$ cat config.mk
export PLATFORM = sky130hd
export DESIGN_NAME = tm1638_scheduler_flat
export DESIGN_NICKNAME = d
export VERILOG_FILES = /design/src/rtl/tm1638_scheduler_if.sv /design/src/rtl/tm1638_scheduler.sv /design/src/flat_wrapper.sv
export SDC_FILE = /design/constraint.sdc
export NUM_CORES = 1
export LEC_CHECK = 0
export BUFFER_PORTS_ARGS = -buffer_cell sky130_fd_sc_hd__buf_2
export CAP_MARGIN = 0
export CORE_AREA = 4 4 123 125
export CTS_BUF_LIST = sky130_fd_sc_hd__clkbuf_8
export CTS_CLUSTER_SIZE = 20
export DETAILED_ROUTE_END_ITERATION = 8
export DIE_AREA = 0 0 127 129
export PLACE_DENSITY_LB_ADDON = 0.1
export SYNTH_ARGS = -nofsm -noshare
export SYNTH_HDL_FRONTEND = slang
export SYNTH_SLANG_ARGS = --single-unit
$ cat constraint.sdc
create_clock -name i_Clk -period 2.25 [get_ports i_Clk]
set_input_delay 0.1125 -clock i_Clk [delete_from_list [all_inputs] [get_ports i_Clk]]
set_output_delay 0.1125 -clock i_Clk [all_outputs]
set_load 0.03 [all_outputs]
$ cat src/rtl/tm1638_scheduler_if.sv
`default_nettype none
// ---------------------------------------------------------------------------
// Module   : tm1638_scheduler_if
// Brief    : Command-push and key-reply link between the scheduler and spi_fifo.
// Revision : 1.0
// ---------------------------------------------------------------------------
interface tm1638_scheduler_if;
    logic        FIFO_Full;
    logic        FIFO_Data_Valid;
    logic [17:0] FIFO_Data;
    logic        SPI_Data_Valid;
    logic [63:0] SPI_Data;

    modport master (
        input  FIFO_Full,
        output FIFO_Data_Valid,
        output FIFO_Data,
        input  SPI_Data_Valid,
        input  SPI_Data
    );

    modport slave (
        output FIFO_Full,
        input  FIFO_Data_Valid,
        input  FIFO_Data,
        output SPI_Data_Valid,
        output SPI_Data
    );
endinterface
`default_nettype wire

$ cat src/rtl/tm1638_scheduler.sv
`default_nettype none
// ---------------------------------------------------------------------------
// Module   : tm1638_scheduler
// Brief    : Arbitrates TM1638 display refresh and key scan onto the spi_fifo.
// Revision : 1.0
// ---------------------------------------------------------------------------
module tm1638_scheduler #(
    parameter int unsigned SCAN_PERIOD = 250000,
    parameter int unsigned TIMEOUT     = 65535,
    parameter logic [2:0]  BRIGHTNESS  = 3'd7
) (
    input  logic               i_Clk,
    input  logic               i_Rst_n,
    input  logic [63:0]        i_Segments,
    input  logic [7:0]         i_Leds,
    input  logic               i_Update,
    tm1638_scheduler_if.master bus,
    output logic [7:0]         o_Keys,
    output logic               o_Keys_Valid,
    output logic               o_Key_Timeout,
    output logic               o_Busy
);

    localparam int TMR_W = (SCAN_PERIOD > 1) ? $clog2(SCAN_PERIOD) : 1;
    localparam int CNT_W = $clog2(TIMEOUT + 1);
    localparam logic [TMR_W-1:0] c_TMR_LAST  = TMR_W'(SCAN_PERIOD - 1);
    localparam logic [CNT_W-1:0] c_CNT_LAST  = CNT_W'(TIMEOUT - 1);
    localparam logic [17:0]      c_WORD_MODE = {2'b00, 8'h44, 8'h00};
    localparam logic [17:0]      c_WORD_DISP = {2'b00, 8'h88 | {5'b0, BRIGHTNESS}, 8'h00};
    localparam logic [17:0]      c_WORD_READ = {2'b10, 8'h42, 8'h00};

    typedef enum logic [2:0] {
        S_IDLE      = 3'd0,
        S_WR_MODE   = 3'd1,
        S_WR_DATA   = 3'd2,
        S_DISP_CTRL = 3'd3,
        S_KEY_READ  = 3'd4,
        S_WAIT_KEYS = 3'd5
    } state_t;

    state_t           state_q;
    logic             refresh_pend_q;
    logic             scan_pend_q;
    logic [TMR_W-1:0] tmr_q;
    logic [CNT_W-1:0] cnt_q;
    logic [3:0]       addr_q;
    logic [63:0]      seg_q;
    logic [7:0]       led_q;
    logic [7:0]       keys_q;
    logic             keys_valid_q;
    logic             timeout_q;

    logic             w_push_state;
    logic             w_push;
    logic [17:0]      w_word;
    logic [7:0]       w_byte;
    logic             w_wrap;
    logic [7:0]       w_keys;
    logic             w_unused;

    // Even addresses carry digit segments, odd addresses carry one LED in bit 0.
    always_comb begin
        w_push_state = 1'b0;
        w_word       = '0;
        w_byte       = addr_q[0] ? {7'b0, led_q[addr_q[3:1]]}
                                 : seg_q[{addr_q[3:1], 3'b000} +: 8];
        case (state_q)
            S_WR_MODE: begin
                w_push_state = 1'b1;
                w_word       = c_WORD_MODE;
            end
            S_WR_DATA: begin
                w_push_state = 1'b1;
                w_word       = {2'b01, 8'hC0 | {4'h0, addr_q}, w_byte};
            end
            S_DISP_CTRL: begin
                w_push_state = 1'b1;
                w_word       = c_WORD_DISP;
            end
            S_KEY_READ: begin
                w_push_state = 1'b1;
                w_word       = c_WORD_READ;
            end
            default: begin
                w_push_state = 1'b0;
                w_word       = '0;
            end
        endcase
    end

    assign w_push   = w_push_state & ~bus.FIFO_Full;
    assign w_wrap   = (tmr_q == c_TMR_LAST);
    assign w_keys   = {bus.SPI_Data[28], bus.SPI_Data[24], bus.SPI_Data[20], bus.SPI_Data[16],
                       bus.SPI_Data[12], bus.SPI_Data[8],  bus.SPI_Data[4],  bus.SPI_Data[0]};
    assign w_unused = ^bus.SPI_Data;

    // Pending flags are set after the FSM case so a same-cycle request survives its clear.
    always_ff @(posedge i_Clk or negedge i_Rst_n) begin
        if (!i_Rst_n) begin
            state_q        <= S_IDLE;
            refresh_pend_q <= 1'b1;
            scan_pend_q    <= 1'b0;
            tmr_q          <= '0;
            cnt_q          <= '0;
            addr_q         <= '0;
            seg_q          <= '0;
            led_q          <= '0;
            keys_q         <= '0;
            keys_valid_q   <= 1'b0;
            timeout_q      <= 1'b0;
        end else begin
            keys_valid_q <= 1'b0;
            timeout_q    <= 1'b0;
            tmr_q        <= w_wrap ? '0 : tmr_q + 1'b1;

            case (state_q)
                S_IDLE: begin
                    if (refresh_pend_q) begin
                        refresh_pend_q <= 1'b0;
                        seg_q          <= i_Segments;
                        led_q          <= i_Leds;
                        state_q        <= S_WR_MODE;
                    end else if (scan_pend_q) begin
                        scan_pend_q    <= 1'b0;
                        state_q        <= S_KEY_READ;
                    end
                end
                S_WR_MODE: begin
                    if (w_push) begin
                        addr_q  <= '0;
                        state_q <= S_WR_DATA;
                    end
                end
                S_WR_DATA: begin
                    if (w_push) begin
                        addr_q <= addr_q + 4'd1;
                        if (addr_q == 4'd15) begin
                            state_q <= S_DISP_CTRL;
                        end
                    end
                end
                S_DISP_CTRL: begin
                    if (w_push) begin
                        state_q <= S_IDLE;
                    end
                end
                S_KEY_READ: begin
                    if (w_push) begin
                        cnt_q   <= CNT_W'(1);
                        state_q <= S_WAIT_KEYS;
                    end
                end
                S_WAIT_KEYS: begin
                    // cnt_q equals the number of cycles elapsed since the read word was pushed.
                    if (bus.SPI_Data_Valid) begin
                        keys_q       <= w_keys;
                        keys_valid_q <= 1'b1;
                        state_q      <= S_IDLE;
                    end else if (cnt_q >= c_CNT_LAST) begin
                        timeout_q    <= 1'b1;
                        state_q      <= S_IDLE;
                    end else begin
                        cnt_q        <= cnt_q + 1'b1;
                    end
                end
                default: begin
                    state_q <= S_IDLE;
                end
            endcase

            if (i_Update) begin
                refresh_pend_q <= 1'b1;
            end
            if (w_wrap) begin
                scan_pend_q <= 1'b1;
            end
        end
    end

    assign bus.FIFO_Data_Valid = w_push;
    assign bus.FIFO_Data       = w_word;
    assign o_Keys              = keys_q;
    assign o_Keys_Valid        = keys_valid_q;
    assign o_Key_Timeout       = timeout_q;
    assign o_Busy              = (state_q != S_IDLE);

endmodule
`default_nettype wire

$ cat src/flat_wrapper.sv
// flat-port wrapper written by rule: the top's interface ports become plain ports
module tm1638_scheduler_flat 
#(
    parameter int unsigned SCAN_PERIOD = 250000,
    parameter int unsigned TIMEOUT     = 65535,
    parameter logic [2:0]  BRIGHTNESS  = 3'd7
)
  (i_Clk, i_Rst_n, i_Segments, i_Leds, i_Update, o_Keys, o_Keys_Valid, o_Key_Timeout, o_Busy, bus_FIFO_Full, bus_FIFO_Data_Valid, bus_FIFO_Data, bus_SPI_Data_Valid, bus_SPI_Data);
  tm1638_scheduler_if bus_i ();
  input  logic i_Clk;
  input  logic i_Rst_n;
  input  logic [63:0] i_Segments;
  input  logic [7:0] i_Leds;
  input  logic i_Update;
  output logic [7:0] o_Keys;
  output logic o_Keys_Valid;
  output logic o_Key_Timeout;
  output logic o_Busy;
  input wire logic [$bits(bus_i.FIFO_Full)-1:0] bus_FIFO_Full;
  output wire logic [$bits(bus_i.FIFO_Data_Valid)-1:0] bus_FIFO_Data_Valid;
  output wire logic [$bits(bus_i.FIFO_Data)-1:0] bus_FIFO_Data;
  input wire logic [$bits(bus_i.SPI_Data_Valid)-1:0] bus_SPI_Data_Valid;
  input wire logic [$bits(bus_i.SPI_Data)-1:0] bus_SPI_Data;
  assign bus_i.FIFO_Full = bus_FIFO_Full;
  assign bus_FIFO_Data_Valid = bus_i.FIFO_Data_Valid;
  assign bus_FIFO_Data = bus_i.FIFO_Data;
  assign bus_i.SPI_Data_Valid = bus_SPI_Data_Valid;
  assign bus_i.SPI_Data = bus_SPI_Data;
  tm1638_scheduler #(.SCAN_PERIOD(SCAN_PERIOD), .TIMEOUT(TIMEOUT), .BRIGHTNESS(BRIGHTNESS)) u_core (.i_Clk(i_Clk), .i_Rst_n(i_Rst_n), .i_Segments(i_Segments), .i_Leds(i_Leds), .i_Update(i_Update), .bus(bus_i), .o_Keys(o_Keys), .o_Keys_Valid(o_Keys_Valid), .o_Key_Timeout(o_Key_Timeout), .o_Busy(o_Busy));
endmodule
# Word-level counts from Yosys, hierarchy flattened

Index checks and enable logic that the tools add are counted.

Multiplexer cells: 33
$add $sub $neg: 3
$lt $le $gt $ge: 2
Bitwise gates (word level): 2
Shift-type cells: 1
Reduce and logical (&&, ||, !) cells: 13
Eq/ne operators: 17

Operator list:

| cell                  | count |
|---|---|
| $pmux 18 s4           | 1 |
| $shiftx 64x7->8       | 1 |
| $mux 16               | 3 |
| $pmux 16 s2           | 1 |
| $mux 3                | 9 |
| $add 18x1->18 const B | 1 |
| $eq 18x18->1 const B  | 1 |
| $mux 18               | 1 |
| $pmux 3 s6            | 1 |
| $add 16x1->16 const B | 1 |
| $ge 16x16->1 const B  | 1 |
| $ne 2x2->1 const B    | 7 |
| $mux 1                | 12 |
| $mux 4                | 2 |
| $mux 8                | 1 |
| $pmux 4 s2            | 1 |
| $reduce_bool 2->1     | 4 |
| $reduce_and 7->1      | 1 |
| $eq 3x2->1 const B    | 2 |
| $eq 3x3->1 const B    | 2 |
| $reduce_and 2->1      | 3 |
| $add 4x1->4 const B   | 1 |
| $eq 4x4->1 const B    | 1 |
| $lt 3x4->1 const B    | 1 |
| other kinds (12)      | 12 |

Logic and storage cells: 82
Bits in registers: 125
Bits of input ports: 141
Output and inout bits: 30

# Longest topological paths before layout

Gate-level depths: netlist of the first run.

Word-level depth: 6
Gate-level depth with buffers: 7
Gate-level depth less buffers: 6

# Worst setup path before layout of the first run

OpenSTA, ideal clock, no wires.

Kind: register -> output
Start: register u_core.state_q[0]
End: output port bus_FIFO_Data[9]
Stages on the path, launching flop included: 6
Path buffers: 3
Path slack: 0.375 ns
Data required time: 2.138 ns
Arrival: 1.762 ns
Cell sequence: dfrtp_1 buf_6 clkbuf_1 clkbuf_1 nor2_1 o21ai_0

Longest elaborated chain between the ends: 2
Elaborated cells between the ends (all ways): 5
Classes of those cells: 4 x eq/ne; 1 x mux

Ends and longest elaborated chain:

| element                            | line                    | text |
|---|---|---|
| from (decl)                        | tm1638_scheduler.sv:41  | `state_t state_q;` |
| from (signal assigned)             | tm1638_scheduler.sv:100 | `state_q <= S_IDLE;` |
| from (signal assigned)             | tm1638_scheduler.sv:122 | `state_q <= S_WR_MODE;` |
| from (signal assigned)             | tm1638_scheduler.sv:125 | `state_q <= S_KEY_READ;` |
| $eq 3x3->1 (tied with other cells) | tm1638_scheduler.sv:67  | `case (state_q)` |
| $pmux 18 s4 *                      | tm1638_scheduler.sv:67  |  |
| to (decl)                          | flat_wrapper.sv:21      | `output wire logic [$bits(bus_i.FIFO_Data)-1:0] bus_FIFO_Data;` |

Mark *: on every way between the ends. The rest lies on a longest branch, timed or not.

# Worst setup path in the final report of the first run

Start: register u_core.addr_q[1]
End: output port bus_FIFO_Data[0]

Longest elaborated chain between the ends: 4
Elaborated cells between the ends (all ways): 5
Classes of those cells: 1 x shift; 4 x mux

Ends and longest elaborated chain:

| element                                                                 | line                    | text |
|---|---|---|
| from (decl)                                                             | tm1638_scheduler.sv:46  | `logic [3:0] addr_q;` |
| from (signal assigned)                                                  | tm1638_scheduler.sv:136 | `addr_q <= addr_q + 4'd1;` |
| parallel branches: the longest is 2 deep, another holds $shiftx 64x7->8 | --                      |  |
| $mux 8 *                                                                | tm1638_scheduler.sv:65  | `w_byte = addr_q[0] ? {7'b0, led_q[addr_q[3:1]]}` |
| $pmux 18 s4 *                                                           | tm1638_scheduler.sv:67  |  |

Mark *: on every way between the ends. The select of a mux whose other input is x is not followed.

==> reports/summary.md, run 1 <==
The flow ran to the end, but the final reports show violations. For this run, the post-layout net count is 845. The worst setup path is launched from a flop. For the final number of hold-violating endpoints, the log shows 0.

The logs give 227 for the detailed router's first-iteration violation count and 0.32 ns for the register-to-register setup slack. The proportion of register bits with asynchronous set or reset after synthesis was 100%. Hold is met by 0.0537 ns.

The Yosys warning count came out at 0. The via count of the first global-routing pass is 4951, and the fraction of power consumed by combinational cells is 41.9%. From synthesis to final layout, the design area changed by 32.8%. The number of flip-flops and latches in the synthesized netlist was 125. Setup repair after global routing could not meet its margin everywhere. The layout has 1130 filler cells. The core region is 13900 um^2. The logs give 43 for the total number of placement rows and 17 for the number of buffers created by CTS. Kind of critical path: flop to output port.

The run gives 2 as the total setup violations reported at the end of the flow. Routability-driven placement finished with a final weighted congestion of 0.857. Clock-pin slew was measured on the worst setup and hold paths at 0.08 ns. TritonCTS built the clock tree.

The worst hold path passes through 3 cells. The initial antenna violation count came out at 0. The number of ports placed on the die boundary was 171.

For the sequential standard cell area, the log shows 3130 um^2. Prior to clock tree synthesis, the placed netlist has a worst setup slack of 0.210 ns. Measured on the finished design, the core utilization comes to 59.1%. The longest clock path from root to sink contains 2 buffers.

Endpoint kind of the worst setup timing path: an output port. The tools report the minimum setup slack in the final design as -0.0615 ns. Once the floorplan was initialized, standard cells occupied 44.6% of the core. Across all layers, the routed design uses 4670 vias. The class of the worst hold path is input pin to flop.

The relative contribution of sequential cells to total power is 37.1%. After routing, the total negative slack on setup checks comes to -0.0802 ns. The finished layout holds 893 standard cells, fillers aside.

The number of placed instances, taps included, is 779. The clock insertion delay at the later pin of the skew report is 0.45 ns. The final-report max-slew violation count was 0. The share of the clock period used by the worst path works out to 103%. The number of port buffers is 112. Cell internal power was estimated by the tool at 6.52 mW. Max capacitance violation total: 0.

The sequential area share after synthesis came out at 50.6%. Entering global routing, the biggest net connects 49 pins. For the critical path data required time, the log shows 2.14 ns. The run gives 2830 um^2 as the area taken by multi-input logic gates.

The run gives 18.8% as the global-route usage over all layers. Global routing finished with a remaining overflow of 0. The proportion of total power due to net switching is 34.6%, and the data arrival time of the critical path is 2.20 ns. The tools report the global-route wire length before repair as 24100 um.

The die covers 16400 um^2. Total half-perimeter wirelength after legalization and detailed placement: 9980 um. The final reports fail on setup timing.

The startpoint identified for the worst register-to-register timing path is u_core.addr_q[1]$_DFFE_PN0P_. Power spread over the standard cell area amounts to 1210 nW/um^2. In this run the worst path has a maximum fanout of 6.

For hold timing, the worst endpoint is u_core.o_Keys_Valid$_DFF_PN0_. After detailed routing, the number of remaining DRC violations is 0. Most numerous cell in the Yosys netlist: sky130_fd_sc_hd__dfrtp_1. The run gives 0.0109 ns as the clock tree skew after final layout. The share of cells above drive strength 1 was 38.7%; the die boundary height was 129 um. The count of distinct cell types in the synthesized netlist is 56. The area fraction of the dominant cell type after synthesis was 50.2%. In the synthesized netlist, the cells that appear most often are sky130_fd_sc_hd__dfrtp_1, sky130_fd_sc_hd__mux2_2, sky130_fd_sc_hd__nor2_1.

Clock tree synthesis selected as its root buffer the cell sky130_fd_sc_hd__clkbuf_8. The highest achievable clock rate was 433 MHz; the final wirelength was 14700 um. The horizontal extent of the die is 127 um.

In this run the number of H-tree levels came out at 4. The synthesized design spends more area on one cell type than any other, namely sky130_fd_sc_hd__dfrtp_1. The main flop type after synthesis is sky130_fd_sc_hd__dfrtp_1. The number of enable-type register cells in the synthesized netlist was 0; the first-pass detailed-route iteration total was 4.

The detail route stage leaves a number of antenna-violating nets equal to 0. In the post-synthesis netlist, the biggest area contributors are sky130_fd_sc_hd__dfrtp_1, sky130_fd_sc_hd__mux2_2, sky130_fd_sc_hd__mux4_2, sky130_fd_sc_hd__mux2i_1, sky130_fd_sc_hd__nor2_1. The worst path needs 2.31 ns of the cycle, external delays included. The number of cells on the worst reg-to-reg path is 6, and the worst-case vdd ir drop is 0.000737 V. In this run the tightest slew margin relative to its limit is 53.4%. At the pin with the least slew margin, the transition time is 0.693 ns. The endpoint identified for the worst register-to-register timing path is u_core.state_q[2]$_DFFE_PN0P_. The number of sinks driven by the clock tree is 125, and the average size of a mapped cell is 12.5 um^2. Net switching power figure: 3.44 mW. For this design the static power due to leakage is 3.65 nW. After detailed routing, the average wire length per cell comes to 16.4 um.

The worst hold path begins at bus_SPI_Data_Valid. 0 antenna diodes ended up in the layout. In the synthesized netlist, the number of instances is 496.

In this run the cell area of the synthesized design comes to 6180 um^2. The clock network accounts for 21.0% of the total power. In the routed layout, each cell is associated on average with a via count of 5.23.
-- worst max-delay path by stage --
stage,to,start,cells after the start
floorplan,bus_FIFO_Data[9],u_core.state_q[0]$_DFFE_PN0P_,5
finish,bus_FIFO_Data[0],u_core.addr_q[1]$_DFFE_PN0P_,4
global route,bus_FIFO_Data[0],u_core.addr_q[1]$_DFFE_PN0P_,4
detailed placement,bus_FIFO_Data[0],u_core.addr_q[1]$_DFFE_PN0P_,4
CTS,bus_FIFO_Data[0],u_core.addr_q[1]$_DFFE_PN0P_,4
global placement,bus_FIFO_Data[0],u_core.addr_q[1]$_DFFE_PN0P_,4
-- final cells by class --
| cell class | instances | share of cell area (%) |
|---|---|---|
| inverters | 10 | 0.457 |
| well taps | 180 | 2.74 |
| flip-flops and latches | 125 | 38.1 |
| repair buffers | 211 | 19.0 |
| clock inverters | 13 | 2.01 |
| clock buffers | 19 | 3.19 |
| multi-input cells | 335 | 34.5 |
-- metal layers --
layer | vias to the layer above | part of all wire, % | wire length, um | global-route usage, %
li1 | 2208 | - | - | -
met1 | 2309 | 43 | 6260 | 22.4
met2 | 122 | 49 | 7260 | 31.9
met3 | 31 | 5.2 | 756 | 5.02
met4 | 0 | 2.7 | 397 | 8.52
met5 | - | 0 | 0 | 0
-- critical path: stages (launching register included) --
cell	delay, ns
sky130_fd_sc_hd__dfrtp_2	0.47
sky130_fd_sc_hd__mux4_2	0.54
sky130_fd_sc_hd__mux4_2	0.46
sky130_fd_sc_hd__and2_4	0.15
sky130_fd_sc_hd__buf_6	0.13
-- sequential cells by signal, indices dropped and copies added, names as in the netlist --
signal / cells
u_core.state_q: 3
u_core.addr_q: 4
u_core.led_q: 8
u_core.o_Key_Timeout: 1
u_core.refresh_pend_q: 1
u_core.tmr_q: 18
u_core.o_Keys: 8
u_core.cnt_q: 16
u_core.seg_q: 64
u_core.scan_pend_q: 1
u_core.o_Keys_Valid: 1
-- power groups by stage --
stage	Combinational, mW	Sequential [mW]	Clock [mW]
global placement	3.98	3.66	0
floorplan	3.19	3.64	0
CTS	4.22	3.69	2.15
global route	4.54	3.81	2.25
finish	4.18	3.69	2.09
detailed placement	4.07	3.72	0
-- logic make-up after synthesis --
| kind of cell | count (synthesis) | share of synthesized area, % |
|---|---|---|
| AOI/OAI and AO/OA | 52 | 4.98 |
| xor gates and xnor gates | 14 | 1.98 |
| adders and majority gates | 4 | 0.809 |
| buffers and inverters | 37 | 3.66 |
| DFF | 125 | 50.6 |
| muxes | 118 | 24.8 |
| other | 1 | 0.0606 |
| and+or+nand+nor | 145 | 13.1 |
-- cells in the final DEF (no fill, tap or decap), drive strengths merged, types with 5 or more instances in the layout --
master / Yosys / layout
buf: 17 / 129
dfrtp: 124 / 124
dlygate4sd3: 0 / 82
mux2: 82 / 82
nor2: 32 / 32
nand2: 28 / 28
mux4: 19 / 19
clkbuf: 10 / 19
mux2i: 17 / 17
o21ai: 17 / 17
a21oi: 16 / 16
nand3: 15 / 15
inv: 10 / 11
xnor2: 10 / 10
or2: 9 / 9
nor4: 9 / 9
nand4: 8 / 8
nor2b: 6 / 6
and3: 6 / 6
or3: 6 / 6
and2: 6 / 6
clkinv: 0 / 5
-- through the flow --
stage	total power, mW	instance area (um^2)
finish	9.96	8210
global route	10.6	8210
CTS	10.1	8200
detailed placement	7.79	6950
global placement	7.64	6950
floorplan	6.83	6190
-- repair_timing --
item | 4_1_cts | 5_1_grt
hold buffers | 82 | 0
endpoints found under the hold margin | 151 | 0
cloned | 0 | 0
gates resized for setup | 8 | 2
pin swaps | 1 | 0
setup endpoints to repair | 8 | 9
buffers inserted | 1 | 0
Power figures use the tool's default switching activity.
==> run 2, diff against run 1 <==
Settings changed: CORE_AREA 4 4 123 125 to 4 4 113 115, DIE_AREA 0 0 127 129 to 0 0 117 119.
==> reports/summary.md, run 2 (synthesis results as in run 1) <==
The run finished, with violations left. The checks that failed: setup timing. Wires add up to 14700 um.

Number of port buffers: 112. The register with the most flip-flops in the layout has 64 of them. The maximum number of pins on one net before global-route repair was 73. The clock tree synthesis step divided the H-tree into 4 levels. The routed wirelength normalized by instance count is 17.0 um, and the initial antenna violation count is 0. 0 antenna diodes ended up in the layout. The top cell types in the final layout, fill and taps aside, are sky130_fd_sc_hd__dfrtp_1, sky130_fd_sc_hd__buf_2, sky130_fd_sc_hd__dlygate4sd3_1. The largest registers in the layout are u_core.seg_q (64), u_core.tmr_q (18), u_core.cnt_q (16). Setup repair after global routing could not meet its margin everywhere.

Counting cells, the worst reg-to-reg path comes to 7. Data on the critical path arrives at its endpoint at 2.19 ns. Of the available clock period, the critical path in the final layout requires 102%. The final number of hold-violating endpoints is 0. After detailed routing, the number of remaining DRC violations is 0.

The clock drives 125 sinks. Ranked by flip-flop count, first place goes to u_core.seg_q. The minimum clock period after layout was 2.30 ns. After filler insertion, the fill cell instance count of the layout stands at 848. TritonCTS built the clock tree. For this run, the top clock speed supported by timing is 435 MHz. For this design the static power due to leakage is 3.65 nW. The horizontal extent of the die is 117 um, and the total power density per cell area is 1200 nW/um^2. The overall die area was 13900 um^2; the clock tree skew after final layout was 0.0115 ns. In this run, the number of DRC markers left after iteration 0 of detailed routing was 232. The largest fanout of any net on the critical path was 7.

The tools report the clock insertion delay at the later pin of the skew report as 0.44 ns. The class of the worst hold path is input pin to asynchronous set/reset pin. The final layout contains 847 nets. Cells with a size suffix above 1 make up 38.8% of the layout. Detailed routing inserted a total of 4706 vias. The completed layout was analyzed and its total power is 9.85 mW. The number of buffers created by CTS was 17; the global-route usage over all layers was 21.8%.

171 I/O pins were placed. The post-route worst hold slack is 0.0427 ns. The worst setup path is captured at an output port. The tools report the final-report max-slew violation count as 0. The worst pin sits at a relative slew slack of 61.6%.

The area of the core region is 11800 um^2, and the total setup violations reported at the end of the flow is 3. The tool flagged a number of max-cap violations equal to 0. The remaining global-route overflow is 0, and the via count of the first global-routing pass is 4811.

After detailed routing, the number of vias per cell comes to 5.47. Once the floorplan was initialized, standard cells occupied 52.4% of the core. The first global-routing pass estimated 23500 um of wire.

The library cell used most frequently in the layout, excluding fill and tap cells, is sky130_fd_sc_hd__dfrtp_1. In this run the vertical extent of the chip is 119 um. At the worst endpoint, the required time is 2.14 ns.

The worst setup path is of the flop to output port kind. The largest buffer count on any clock path came out at 2. For the pin with the worst max-slew slack, the measured transition is 0.574 ns. The remaining number of nets flagged by the antenna check after routing was 0. The minimum setup slack in the final design came out at -0.0499 ns.

The initialized floorplan defines 40 standard-cell rows. The tools report the first-pass detailed-route iteration total as 4. The worst setup path is launched from a flop. The congestion estimate from routability-driven global placement came to 0.842.

The cell sitting at the root of the clock tree is a sky130_fd_sc_hd__clkbuf_8. IR analysis of the VDD net gives a maximum drop of 0.000654 V. Compared with the post-synthesis result, the final layout area differs by 32.5%. Summed over all nets, the half-perimeter wirelength after detailed placement is 9340 um. After clock tree synthesis, the clock-pin slew on the worst setup and hold paths is 0.07 ns.
[run 2: cell types whose count changed in the layout (fill, tap and decap cells not counted), moves of 2 or more]
cell / previous run / this run
sky130_fd_sc_hd__clkinvlp_4: 4 / 6
sky130_fd_sc_hd__clkbuf_16: 0 / 2
sky130_fd_sc_hd__buf_4: 14 / 12
sky130_fd_sc_hd__clkinv_4: 3 / 0
sky130_fd_sc_hd__clkinv_2: 2 / 4
sky130_fd_sc_hd__bufinv_16: 3 / 1
sky130_fd_sc_hd__buf_12: 3 / 6
[run 2: through the flow]
step | utilization, % | instance area [um^2] | setup WS, ns | cells | TNS (ns)
floorplan | - | 6190 | 0.375 | 497 | 0
CTS | 68.7 | 8120 | -0.0772 | 856 | -0.0772
finish | 69.4 | 8190 | -0.0499 | 861 | -0.0855
detailed placement | 58.6 | 6930 | 0.229 | 743 | 0
global placement | 58.6 | 6930 | 0.238 | 743 | 0
global route | 69.4 | 8190 | -0.140 | 861 | -0.849
[run 2: final timing paths]
kind | slack, ns | startpoint | to
min reg2reg | 0.47 | u_core.tmr_q[16]$_DFF_PN0_ | u_core.tmr_q[16]$_DFF_PN0_
min | 0.04 | i_Rst_n | u_core.cnt_q[7]$_DFFE_PN0P_
max in group asynchronous | 1.62 | i_Rst_n | u_core.seg_q[31]$_DFFE_PN0N_
max reg2reg | 0.22 | u_core.addr_q[1]$_DFFE_PN0P_ | u_core.state_q[2]$_DFFE_PN0P_
max | -0.05 | u_core.addr_q[1]$_DFFE_PN0P_ | bus_FIFO_Data[0]
min in group i_Clk | 0.07 | bus_SPI_Data_Valid | u_core.o_Keys_Valid$_DFF_PN0_
[run 2: critical path, cell delays in order, from the launching register on]
cell and delay [ns]:
sky130_fd_sc_hd__dfrtp_2 0.48, sky130_fd_sc_hd__mux4_2 0.54, sky130_fd_sc_hd__mux4_2 0.46, sky130_fd_sc_hd__and2_4 0.15, sky130_fd_sc_hd__buf_6 0.13
[run 2: report_power, final]
part	internal (mW)	total, mW	switching (mW)
clock network	0.908	1.78	0.875
logic	2.34	4.33	1.99
registers	3.15	3.73	0.584
[run 2: final cells by class]
cell class              count  area (um^2)  share of cell area [%]
flip-flops and latches    125         3130                    38.2
multi-input cells         335         2830                    34.6
repair buffers            213         1650                    20.1
clock buffers              19          262                    3.19
well taps                 147          184                    2.24
clock inverters            12         98.8                    1.21
inverters                  10         37.5                   0.458
[run 2: repair_timing]
item                                    in CTS  in global routing
gates resized for setup                     10                  2
pin swaps                                    1                  0
setup buffers                                0                  3
endpoints found under the setup margin       8                  8
cloned                                       0                  2
hold endpoints to repair                   206                  0
hold buffers                                82                  0
[run 2: metal layers]
layer	vias up	share of wire, %	track usage (%)
li1	2219	-	-
met5	-	0	0
met1	2300	41	26.7
met4	0	2.7	7.96
met3	42	5.5	6.45
met2	145	51	36.3
